`config.mk`:
```
export PLATFORM = sky130hd
export DESIGN_NAME = tcpc_reg_master
export DESIGN_NICKNAME = d
export VERILOG_FILES = /design/src/rtl/tcpc_reg_master.sv
export SDC_FILE = /design/constraint.sdc
export NUM_CORES = 1
export LEC_CHECK = 0
export BUFFER_PORTS_ARGS = -buffer_cell sky130_fd_sc_hd__buf_4
export CAP_MARGIN = 30
export CORE_UTILIZATION = 30
export CTS_CLUSTER_DIAMETER = 80
export DETAILED_ROUTE_END_ITERATION = 6
export RECOVER_POWER = 50
export SETUP_SLACK_MARGIN = 0.5
export SYNTH_ARGS = -nofsm -noshare
export SYNTH_HDL_FRONTEND = slang
export SYNTH_SLANG_ARGS = --single-unit
```
`constraint.sdc`:
```
create_clock -name clk -period 3.93 [get_ports clk]
set_input_delay 0.1965 -clock clk [delete_from_list [all_inputs] [get_ports clk]]
set_output_delay 0.1965 -clock clk [all_outputs]
set_load 0.05 [all_outputs]
```
`src/rtl/tcpc_reg_master.sv`:
```
module tcpc_reg_master #(
  parameter int unsigned TIMEOUT_CYCLES = 255
) (
  input  logic       clk,
  input  logic       reset,
  input  logic       cmd_valid,
  output logic       cmd_ready,
  input  logic       cmd_rnw,
  input  logic [7:0] cmd_addr,
  input  logic [7:0] cmd_wdata,
  input  logic [3:0] cmd_len,
  output logic [7:0] ADDR,
  output logic       RNW,
  output logic [7:0] WR_DATA,
  input  logic [7:0] RD_DATA,
  output logic       req,
  input  logic       ACK,
  output logic       rsp_valid,
  output logic [7:0] rsp_data,
  output logic       rsp_last,
  output logic       rsp_err,
  output logic       busy
);

  typedef enum logic [1:0] {
    S_IDLE,
    S_REQ,
    S_RELEASE
  } state_t;

  state_t     r_state;
  state_t     w_state_nxt;

  logic [7:0] r_addr;
  logic       r_rnw;
  logic [7:0] r_wdata;
  logic [3:0] r_count;

  logic       r_rsp_valid;
  logic [7:0] r_rsp_data;
  logic       r_rsp_last;

  logic       w_accept;
  logic       w_capture;
  logic       w_advance;
  logic       w_abort;
  logic       w_tmo_hit;

  always_ff @(posedge clk) begin
    if (reset) begin
      r_state <= S_IDLE;
    end else begin
      r_state <= w_state_nxt;
    end
  end

  always_comb begin
    w_state_nxt = r_state;
    w_accept    = 1'b0;
    w_capture   = 1'b0;
    w_advance   = 1'b0;
    w_abort     = 1'b0;
    case (r_state)
      S_IDLE: begin
        if (cmd_valid) begin
          w_accept    = 1'b1;
          w_state_nxt = S_REQ;
        end
      end
      S_REQ: begin
        if (ACK) begin
          w_capture   = 1'b1;
          w_state_nxt = S_RELEASE;
        end else if (w_tmo_hit) begin
          w_abort     = 1'b1;
          w_state_nxt = S_IDLE;
        end
      end
      S_RELEASE: begin
        if (!ACK) begin
          if (r_count == '0) begin
            w_state_nxt = S_IDLE;
          end else begin
            w_advance   = 1'b1;
            w_state_nxt = S_REQ;
          end
        end else if (w_tmo_hit) begin
          w_abort     = 1'b1;
          w_state_nxt = S_IDLE;
        end
      end
      default: begin
        w_state_nxt = S_IDLE;
      end
    endcase
  end

  always_ff @(posedge clk) begin
    if (reset) begin
      r_addr  <= '0;
      r_rnw   <= 1'b1;
      r_wdata <= '0;
      r_count <= '0;
    end else if (w_accept) begin
      r_addr  <= cmd_addr;
      r_rnw   <= cmd_rnw;
      r_wdata <= cmd_wdata;
      r_count <= cmd_rnw ? cmd_len : 4'd0;
    end else if (w_advance) begin
      r_addr  <= r_addr + 8'd1;
      r_count <= r_count - 4'd1;
    end
  end

  always_ff @(posedge clk) begin
    if (reset) begin
      r_rsp_valid <= 1'b0;
      r_rsp_data  <= '0;
      r_rsp_last  <= 1'b0;
    end else begin
      r_rsp_valid <= w_capture | w_abort;
      if (w_capture) begin
        r_rsp_data <= r_rnw ? RD_DATA : 8'h00;
        r_rsp_last <= (r_count == '0);
      end else if (w_abort) begin
        r_rsp_data <= '0;
        r_rsp_last <= 1'b1;
      end
    end
  end

`ifdef TCPC_REG_TIMEOUT_EN
  localparam int unsigned TW = ($clog2(TIMEOUT_CYCLES + 1) > 8) ? $clog2(TIMEOUT_CYCLES + 1) : 8;

  logic [TW-1:0] r_tmo;
  logic          r_rsp_err;

  assign w_tmo_hit = (r_tmo == TW'(TIMEOUT_CYCLES - 1));

  always_ff @(posedge clk) begin
    if (reset) begin
      r_tmo <= '0;
    end else if (w_state_nxt != r_state) begin
      r_tmo <= '0;
    end else if (r_state != S_IDLE) begin
      r_tmo <= r_tmo + 1'b1;
    end
  end

  always_ff @(posedge clk) begin
    if (reset) begin
      r_rsp_err <= 1'b0;
    end else begin
      r_rsp_err <= w_abort;
    end
  end

  assign rsp_err = r_rsp_err;
`else
  assign w_tmo_hit = 1'b0;
  assign rsp_err   = 1'b0;
`endif

  assign cmd_ready = (r_state == S_IDLE);
  assign busy      = (r_state != S_IDLE);
  assign req       = (r_state == S_REQ);
  assign ADDR      = r_addr;
  assign RNW       = r_rnw;
  assign WR_DATA   = r_wdata;
  assign rsp_valid = r_rsp_valid;
  assign rsp_data  = r_rsp_data;
  assign rsp_last  = r_rsp_last;

endmodule

```
# --- After elaboration in Yosys (flattened, before gate mapping) ---
# Index checks and enable logic that the tools add are counted.
word_totals:
  inputBits: 33
  out_inout_bits: 31
  wordCells: 40
  register_bits: 33
op_classes:
  n_addsub: 2
  muxes: 20
  reduce_logical: 5
  eq_ne: 5
op_table:
  columns: ["cell", "count"]
  rows:
  - ["$mux W8", 4]
  - ["$mux W4", 3]
  - ["$mux W1", 9]
  - ["$add A8 B1 Y8 const B", 1]
  - ["$mux W2", 3]
  - ["$pmux W2 S3", 1]
  - ["$logic_not A4 Y1", 1]
  - ["$ne A2 B2 Y1 const B", 2]
  - ["$reduce_bool A2 Y1", 2]
  - ["$sub A4 B1 Y4 const B", 1]
  - ["$reduce_and A3 Y1", 1]
  - ["$eq A2 B1 Y1 const B", 1]
  - ["$eq A2 B2 Y1 const B", 1]
  - ["$logic_not A2 Y1", 1]
  - ["$ne A2 B1 Y1 const B", 1]

# --- Longest topological paths before layout ---
# Gate-level depths: netlist (run 1).
depth:
  word_depth: 6
  ltp_mapped: 7
  depth_no_buf: 6

# --- Least setup slack after synthesis (run 1) ---
# Ideal clock, no wire load.
synth_timing:
  kind: "register to register"
  from: "register r_state[0]"
  to: "register r_count[3]"
  setup_ps: 137
  path_buffers: 1
  setup_slack_ps: 2062
  period_less_slack_ps: 1868
  stages_incl_launch_ff: 6
  t_required_ps: 3793
  t_arrival_ps: 1731
  path_cell_list: "dfxtp_1 -> nor2_1 -> nand2_1 -> clkbuf_1 -> a21oi_1 -> a211oi_1"
synth_via:
  elab_chain_len: 3
  word_cells_on_any_way: 6
  classes_between: "1 x eq/ne; 3 x mux; 2 x reduce/logical"
synth_rtl:
  columns: ["item", "line", "source"]
  rows:
  - ["from (decl)", "31", "state_t r_state;"]
  - ["from (signal assigned)", "53", "r_state <= w_state_nxt;"]
  - ["$logic_not A2 Y1 (*)", null, null]
  - ["via cmd_ready", "7", "output logic cmd_ready,"]
  - ["$mux W1 (*)", "63", "case (r_state)"]
  - ["$mux W4 or $reduce_bool A2 Y1 (tied branches)", null, null]
  - ["to (signal assigned)", "108", "r_count <= cmd_rnw ? cmd_len : 4'd0;"]
  - ["to (signal assigned)", "111", "r_count <= r_count - 4'd1;"]
  - ["to (decl)", "37", "logic [3:0] r_count;"]
# Mark *: on every way through the listed nets, which the timed path passes. The rest lies on a longest branch.
# A chain may end at the register's enable or synchronous reset.

# --- Worst setup path after layout (run 1) ---
layout_timing:
  from: "register r_count[0]"
  to: "register r_addr[3], in the netlist ADDR[3]"
layout_via:
  elab_chain_len: 5
layout_rtl:
  columns: ["item", "line", "source"]
  rows:
  - ["$logic_not A4 Y1", "81", "if (r_count == '0) begin"]
  - ["$mux W1", "81", null]
  - ["$mux W1", "80", "if (!ACK) begin"]
  - ["$mux W1", "63", null]
  - ["$reduce_bool A2 Y1 (no source line)", null, null]
  - ["to (signal assigned)", "105", "r_addr <= cmd_addr;"]
  - ["to (signal assigned)", "110", "r_addr <= r_addr + 8'd1;"]
  - ["to (decl)", "34", "logic [7:0] r_addr;"]
# Every way passes these cells.

==> impl_metrics.csv, run 1 <==
group,metric,value,unit
clock_tree,clkTransAtPathRegs,0.06,ns
floorplan,ios,64,
clock_tree,cts-buffers-inserted,5,
timing,setup_tns,0,ns
clock_tree,post_cts_buffers,0,
timing,skew,0.00321,ns
run_status,status,"finished clean",
timing,tightest_slew,0.668,ns
floorplan,initial_core_util,0.320,
floorplan,die-area,0.00502,sq mm
floorplan,design.core.area,0.00444,sq mm
finish,drive_above_1_share,0.204,
synthesis,ys_seq_area_frac,0.465,
finish,finish.utilization,0.427,
routing,drt-total-wl,3400,um
synthesis,synth-edff-count,0,
pwr,p_sw,269,uW
pwr,power_frac_seq,0.466,
synthesis,yosysMostFrequentCell,"dfxtp_1",
synthesis,synth_cells,161,
floorplan,die_x,70.8,um
grt,grt-ovfl-total,0,
finish,final_nets,255,
grt,antenna_found_initial,0,
clock_tree,cts_buffer_depth,2,
routing,drt_iter0_markers,43,
timing,hold_violations,0,
synthesis,yosysTopAreaCell,"dfxtp_1",
routing,routed.top_layer,"met4",
place,place_congestion,0.729,
floorplan,dieHeight,70.8,um
clock_tree,cts_max_level,2,
grt,grt_pass1_wl,5720,um
clock_tree,cts-hold-fix-buffers,0,
pwr,p_clk_frac,0.290,
setup_path,cp-start-kind,"flop",
pwr,p_sw_frac,0.330,
pwr,cellLeakagePower,0.000727,uW
setup_path,slowest_delay,0.50,ns
timing,maxSlewViolCount,0,
setup_path,arrival,1.85,ns
clock_tree,cts_root_buf,"clkbuf_8",
synthesis,synth_seq_cells,33,
routing,firstDrtPassIters,7,
synthesis,yosysUniqueCellTypes,28,
min_path,hp-start,"RD_DATA[0]",
pwr,p_int,544,uW
min_path,hp-class,"in2reg",
synthesis,yosys.area.top_type_share,0.465,
routing,wl_met2,1580,um
setup_path,endpoint_kind,"flop",
clock_tree,post_cts_resized,0,
synthesis,syn_area,0.00142,sq mm
finish,diodes,0,
routing,drc,0,
routing,dr_total_vias,1313,
routing,drt-met1-wl,1540,um
pwr,combPwrFrac,0.244,
grt,grt_max_degree,34,
timing,finalCriticalPeriod,1.66,ns
setup_path,cp-startpoint,"r_count[0]$_SDFFE_PP0P_",
synthesis,synth.top_cells.by_area,"dfxtp_1 46%, nand2_1 6.1%, a21oi_1 5.6%",
pwr,p_per_area,429,mW/mm^2
grt,track_usage,0.145,
clock_tree,clock_sinks,33,
clock_tree,cts_tree,"yes",
routing,vias_per_cell,4.81,
timing,rsz0062_at_grt,"no",
clock_tree,clock_latency,0.27,ns
finish,fin_cells,273,
setup_path,cp_slowest_cell,"nor3b_2",
synthesis,avgSynthCellArea,8.83,sq um
place,dp.cells,264,
setup_path,cp.required,4.12,ns
synthesis,syn-num-nets,196,
timing,fmax,0.601,GHz
routing,wire_per_inst,12.5,um
place,place.port_buffers,62,
flow_run,maxCapViolCount,0,
pwr,max-vdd-ir-drop,0.000228,V
timing,maxSlewHeadroom,0.554,
floorplan,rows,24,
timing,setup_viol,0,
place,dp_hpwl,2430,um
synthesis,synth_common_cells,"33 x dfxtp_1, 23 x nand2_1, 16 x a21oi_1",
routing,antenna_left,0,
setup_path,path_max_fanout,7,
synthesis,synth_flop_cell,"dfxtp_1",
setup_path,r2r-start,"r_count[0]$_SDFFE_PP0P_",
routing,dr_wl_met3,242,um
grt,grt_pass1_vias,1275,
timing,period_share,0.423,
synthesis,synth_warnings,0,
setup_path,r2r_setup_slack,2.27,ns
synthesis,synthArstFlopShare,0,
setup_path,crit_chain,"inv_1, ha_1, nor3b_2, nor3_1, xnor2_1, a211oi_1",
setup_path,crit_type,"reg2reg",
finish,area_growth,33.4,%
pwr,total_power,813,uW
[sequential cells by signal, indices dropped and copies added, names as in the netlist]
signal / cells
RNW: 1
rsp_data: 8
rsp_last: 1
r_count: 4
rsp_valid: 1
r_state: 2
ADDR: 8
WR_DATA: 8
[power by group through the flow]
stage	clock (uW)	sequential [uW]	combinational, uW
after floorplan	0	444	81.6
after global placement	0	386	212
after detailed placement	0	386	213
after CTS	246	379	214
after global routing	264	382	215
final	236	379	199
[cells by family after synthesis]
family,share of synthesized area
compound gates,0.173
flops,0.465
xor+xnor,0.0616
buf+inv,0.0431
fa+ha+maj,0.0176
other cells,0.00264
simple gates,0.238
[metrics by stage]
step | hold slack (ns) | setup slack (ns) | instance area [sq um]
floorplan | 0.320 | 2.06 | 1420
global placement | 0.405 | 2.23 | 1910
detailed placement | 0.417 | 2.16 | 1910
CTS | 0.123 | 2.13 | 1990
global route | 0.121 | 2.13 | 1900
finish | 0.131 | 2.27 | 1900
[cell usage in the layout, fill, tap and decap left out, drive strengths merged]
cell type,synthesis,routed
a21oi,16,16
nor3b,2,2
nand4,3,3
and2,2,2
buf,2,35
dfxtp,33,33
nor2,10,10
xnor2,6,6
nor4b,2,2
a22o,8,8
nand2,23,23
nor3,4,4
xor2,4,4
a311oi,1,1
ha,2,2
nand2b,4,4
a211oi,10,10
or3b,2,2
conb,1,1
inv,4,4
o21ai,1,1
clkbuf,9,36
nand3,9,9
a31oi,1,1
nor4,1,1
nand3b,1,1
[metal layers]
layer,global-route usage,vias up
met5,0,-
met4,0.0533,0
met3,0.0570,4
met2,0.232,43
met1,0.176,582
li1,-,684
[worst max-delay path: cells and delay by family, from the launching register on]
family / cells / cell delay (ns)
compound gates: 1 / 0.22
xor+xnor: 1 / 0.15
fa+ha+maj: 1 / 0.17
buf+inv: 1 / 0.09
flops: 1 / 0.31
simple gates: 2 / 0.65
[worst paths after layout]
check                                   to  cells past startpoint
hold reg to reg    WR_DATA[3]$_SDFFE_PP0P_                      2
hold / removal    rsp_data[0]$_SDFFE_PP0P_                      2
setup reg to reg      ADDR[3]$_SDFFE_PP0P_                      6
setup / recovery      ADDR[3]$_SDFFE_PP0P_                      6
[final cells by class]
cell class / instances / area (sq um)
Tap cell: 52 / 65.1
Sequential cell: 33 / 661
Fill cell: 491 / 2550
Clock buffer: 8 / 80.1
Multi-Input combinational cell: 113 / 699
Inverter: 4 / 15.0
Timing Repair Buffer: 63 / 375
No activity file was read; power rests on OpenSTA's default activity.
==> run 2, diff against run 1 <==
Clock period 3.93 ns to 1.36 ns, I/O delays scaled along.
==> run 2 against run 1 <==
The flow now finishes with violations (negative setup slack). Sequential share of layout area is 7.9 points lower. Total power grew to 3.4 times the previous value. Flip-flop and latch count is the same. Cell count is 15% higher. Fmax up 11%. Global-route usage is 3.7 points higher. Critical path type unchanged.
==> impl_metrics.csv, run 2 (synthesis results as in run 1) <==
group,metric,value,unit
run_status,status,"finished, violations left",
run_status,violations,"negative setup slack",
grt,grt_pass1_vias,1507,
clock_tree,clock_latency,0.28,ns
flow_run,maxCapViolCount,0,
routing,dr_wl_met3,254,um
timing,finalWorstSetupSlack,-0.140,ns
timing,whs,0.0104,ns
place,place_congestion,0.795,
routing,dr_total_vias,1533,
clock_tree,cts_max_level,2,
floorplan,initial_core_util,0.320,
routing,drt-total-wl,4490,um
routing,routed.top_layer,"met4",
setup_path,crit_type,"reg2reg",
routing,drt_iter0_markers,32,
setup_path,arrival,1.70,ns
timing,setup_viol,16,
finish,mostFrequentLayoutCell,"buf_4",
floorplan,rows,24,
floorplan,die_x,70.8,um
timing,fmax,0.667,GHz
pwr,p_per_area,1030,mW/mm^2
place,dp_slack,-0.162,ns
grt,grt_pass1_wl,7090,um
clock_tree,cts_tree,"yes",
routing,vias_per_cell,4.90,
place,place.port_buffers,62,
clock_tree,cts_buffer_depth,2,
clock_tree,clkTransAtPathRegs,0.07,ns
finish,mostFrequentLayoutCells,"54 x buf_4, 22 x dfxtp_2, 17 x clkbuf_1, 14 x nand2_1, 13 x buf_8",
clock_tree,cts_root_buf,"clkbuf_8",
routing,firstDrtPassIters,6,
routing,antenna_left,0,
routing,drt-met1-wl,1810,um
pwr,total_power,2750,uW
setup_path,endpoint_kind,"flop",
grt,track_usage,0.181,
setup_path,path_max_fanout,6,
finish,drive_above_1_share,0.582,
min_path,hp-class,"in2reg",
floorplan,die-area,0.00502,sq mm
timing,setup_tns,-0.993,ns
finish,diodes,0,
timing,maxSlewViolCount,0,
timing,tightest_slew,0.616,ns
timing,hold_violations,0,
clock_tree,cts-buffers-inserted,5,
pwr,cellLeakagePower,0.00107,uW
setup_path,cp-start-kind,"flop",
timing,maxSlewHeadroom,0.591,
timing,rsz0062_at_grt,"yes",
floorplan,design.core.area,0.00444,sq mm
grt,grt_max_degree,25,
finish,area_growth,87.8,%
timing,finalCriticalPeriod,1.50,ns
routing,wire_per_inst,14.4,um
setup_path,cp.required,1.56,ns
grt,antenna_found_initial,0,
timing,period_share,1.10,
finish,final_nets,295,
timing,skew,0.00588,ns
grt,grt-ovfl-total,0,
place,dp_hpwl,2670,um
routing,wl_met2,2360,um
floorplan,ios,64,
routing,drc,0,
floorplan,dieHeight,70.8,um
pwr,max-vdd-ir-drop,0.000635,V
clock_tree,clock_sinks,33,
run 2: cell count changes in the layout (fill, tap and decap cells not counted), moves of 12 or more:
cell      before  now
dfxtp_1       33    3
dfxtp_2        0   22
buf_4         34   54
clkbuf_1      31   17
buf_8          1   13
run 2: report_power, final:
part	leakage (uW)	total (uW)	internal, uW	switching [uW]
clock	0.0000395	699	363	335
sequential	0.000285	1110	1040	66.5
combinational	0.000749	947	436	511
run 2: stage by stage:
stage / instances / util / cell area (sq um)
after floorplan: 161 / - / 1570
after global placement: 282 / 0.484 / 2150
after detailed placement: 282 / 0.484 / 2150
after CTS: 307 / 0.606 / 2700
after global routing: 313 / 0.601 / 2670
final: 313 / 0.601 / 2670
run 2: worst paths after layout:
| kind | start | endpoint | slack, ns | depth (start not counted) |
|---|---|---|---|---|
| worst min-delay path | RD_DATA[4] | rsp_data[4]$_SDFFE_PP0P_ | 0.01 | 2 |
| worst max-delay path | r_state[1]$_SDFFE_PP0P_ | ADDR[5]$_SDFFE_PP0P_ | -0.14 | 5 |
| worst max register to register | r_state[1]$_SDFFE_PP0P_ | ADDR[5]$_SDFFE_PP0P_ | -0.14 | 5 |
| worst min register to register | WR_DATA[6]$_SDFFE_PP0P_ | WR_DATA[6]$_SDFFE_PP0P_ | 0.45 | 2 |
run 2: final cells by class:
class / count / area, sq um
Sequential cell: 33 / 718
Tap cell: 52 / 65.1
Timing Repair Buffer: 102 / 892
Inverter: 4 / 21.3
Multi-Input combinational cell: 114 / 892
Fill cell: 397 / 1780
Clock buffer: 8 / 80.1
run 2: worst max-delay path, cell delays in order (launching register included):
cell and delay [ns]:
dfxtp_2 0.34, or3b_4 0.43, buf_4 0.16, nor4b_4 0.22
xnor2_1 0.09, a211oi_1 0.18
run 2: metal layers:
metal	vias up	track usage
met2	49	0.319
li1	758	-
met1	719	0.213
met3	7	0.0456
met4	0	0.0667
met5	-	0
run 2: timing repair:
item | in CTS | in global routing
pin swaps | 22 | 8
gates cloned | 1 | 0
hold buffers | 7 | 0
endpoints found under the setup margin | 62 | 59
setup buffers | 9 | 6
gates resized for setup | 97 | 24
endpoints found under the hold margin | 7 | 0
==> run 3, diff against run 2 <==
Clock period 1.36 ns to 1.4 ns, I/O delays scaled along.
==> run 3 against run 2 <==
The run still ends with negative setup slack left. Non-clock buffer count is 9 lower. Largest cell class unchanged. Critical path depth is 1 higher. Wire length is 6.3% lower. Via count is 4.4% lower. Die area stayed put. Largest power group unchanged. First-iteration DRC count is 110% higher. Cell count is 3.5% lower. Count of clock-buffer cells in the layout is 1 lower. Sequential power is 4% lower. Utilization is 2.8 points lower. Hold slack worse by 0.00077 ns.
==> impl_metrics.csv, run 3 (synthesis results as in run 1) <==
group,metric,value,unit
finish,fin_cells,302,
clock_tree,cts-buffers-inserted,5,
finish,final_nets,285,
routing,drc,0,
timing,whs,0.00965,ns
place,dp_slack,-0.144,ns
place,placed_cell_area,0.00214,sq mm
pwr,p_int,1780,uW
run_status,violations,"negative setup slack",
place,dp.cells,280,
setup_path,cp-start-kind,"flop",
grt,track_usage,0.167,
clock_tree,cts_max_level,2,
routing,wire_per_inst,13.9,um
pwr,power_frac_seq,0.404,
flow_run,maxCapViolCount,0,
floorplan,initial_core_util,0.320,
finish,diodes,0,
pwr,max-vdd-ir-drop,0.000632,V
clock_tree,cts_root_buf,"clkbuf_8",
pwr,combPwrFrac,0.329,
timing,hold_violations,0,
setup_path,arrival,1.68,ns
clock_tree,cts_buffer_depth,2,
pwr,p_clk_frac,0.267,
grt,grt-ovfl-total,0,
timing,finalWorstSetupSlack,-0.100,ns
grt,grt_max_degree,34,
timing,tightest_slew,0.608,ns
finish,fin_area,0.00254,sq mm
routing,dr_wl_met3,230,um
finish,nFillCells,424,
pwr,p_per_area,1040,mW/mm^2
grt,grt_pass1_wl,6710,um
routing,drt_iter0_markers,67,
pwr,cellLeakagePower,0.00102,uW
clock_tree,cts_tree,"yes",
timing,finalCriticalPeriod,1.50,ns
setup_path,endpoint_kind,"flop",
pwr,p_sw_frac,0.327,
floorplan,ios,64,
place,place_congestion,0.723,
min_path,hp-class,"in2reg",
place,dp_hpwl,2640,um
grt,antenna_found_initial,0,
setup_path,crit_type,"reg2reg",
pwr,p_sw,864,uW
routing,antenna_left,0,
finish,mostFrequentLayoutCell,"buf_4",
clock_tree,clock_sinks,33,
timing,period_share,1.07,
grt,grt_pass1_vias,1481,
timing,skew,0.00402,ns
routing,dr_total_vias,1465,
routing,routed.top_layer,"met4",
pwr,total_power,2640,uW
routing,firstDrtPassIters,6,
timing,fmax,0.667,GHz
routing,drt-met1-wl,1760,um
routing,wl_met2,2190,um
clock_tree,clkTransAtPathRegs,0.06,ns
floorplan,rows,24,
finish,area_growth,78.9,%
setup_path,path_max_fanout,6,
timing,maxSlewHeadroom,0.596,
clock_tree,clock_latency,0.28,ns
finish,mostFrequentLayoutCells,"46 x buf_4, 20 x clkbuf_1, 15 x dfxtp_1, 15 x nand2_1, 13 x buf_6",
timing,maxSlewViolCount,0,
timing,rsz0062_at_grt,"yes",
floorplan,die_x,70.8,um
floorplan,dieHeight,70.8,um
timing,setup_viol,11,
finish,drive_above_1_share,0.524,
run_status,status,"finished, violations left",
routing,drt-total-wl,4210,um
routing,vias_per_cell,4.85,
floorplan,die-area,0.00502,sq mm
setup_path,cp.required,1.58,ns
place,place.port_buffers,62,
floorplan,design.core.area,0.00444,sq mm
[run 3: cell types whose count changed in the layout (fill, tap and decap cells not counted), sizes merged]
cell | before | now
buf | 81 | 69
clkbuf | 22 | 27
dlygate4sd3 | 7 | 4
nand2 | 24 | 23
[run 3: path summary, 6_finish.rpt]
check | startpoint | end | slack [ns] | depth (start not counted)
worst max-delay path | r_count[1]$_SDFFE_PP0P_ | ADDR[0]$_SDFFE_PP0P_ | -0.10 | 6
worst min-delay path | RD_DATA[7] | rsp_data[7]$_SDFFE_PP0P_ | 0.01 | 2
worst max register to register | r_count[1]$_SDFFE_PP0P_ | ADDR[0]$_SDFFE_PP0P_ | -0.10 | 6
worst min register to register | WR_DATA[2]$_SDFFE_PP0P_ | WR_DATA[2]$_SDFFE_PP0P_ | 0.45 | 2
[run 3: cell type report]
cell class	count	area [sq um]	share of cell area
Clock buffer	7	86.3	0.0340
Inverter	4	18.8	0.00738
Multi-Input combinational cell	113	891	0.350
Sequential cell	33	698	0.275
Tap cell	52	65.1	0.0256
Timing Repair Buffer	93	783	0.308
[run 3: per-stage QoR]
stage,TNS [ns],util
after floorplan,-0.109,-
after global placement,-0.756,0.481
after detailed placement,-0.992,0.481
after CTS,-0.426,0.563
after global routing,-1.51,0.572
final,-0.457,0.572
[run 3: layer usage]
metal  vias up  global-route usage
met5         -                   0
met4         0              0.0378
met3         4              0.0527
met2        43               0.300
met1       678               0.194
li1        740                   -
[run 3: power groups by stage]
stage | registers (uW) | logic [uW] | clock network, uW
after floorplan | 1260 | 283 | 0
after global placement | 1080 | 717 | 0
after detailed placement | 1080 | 718 | 0
after CTS | 1070 | 845 | 735
after global routing | 1080 | 922 | 792
final | 1070 | 869 | 707
[run 3: critical path, cell delays in order, from the launching register on]
cell      delay, ns
dfxtp_2        0.32
inv_2          0.07
ha_4           0.14
or3b_4         0.44
nand2_4        0.12
xor2_1         0.08
a211oi_1       0.24
[run 3: timing repair]
item / CTS / global route
hold endpoints to repair: 3 / 1
gates resized for setup: 50 / 42
setup endpoints to repair: 48 / 57
hold buffers: 3 / 1
cloned: 0 / 1
setup buffers: 8 / 2
pin swaps: 18 / 6
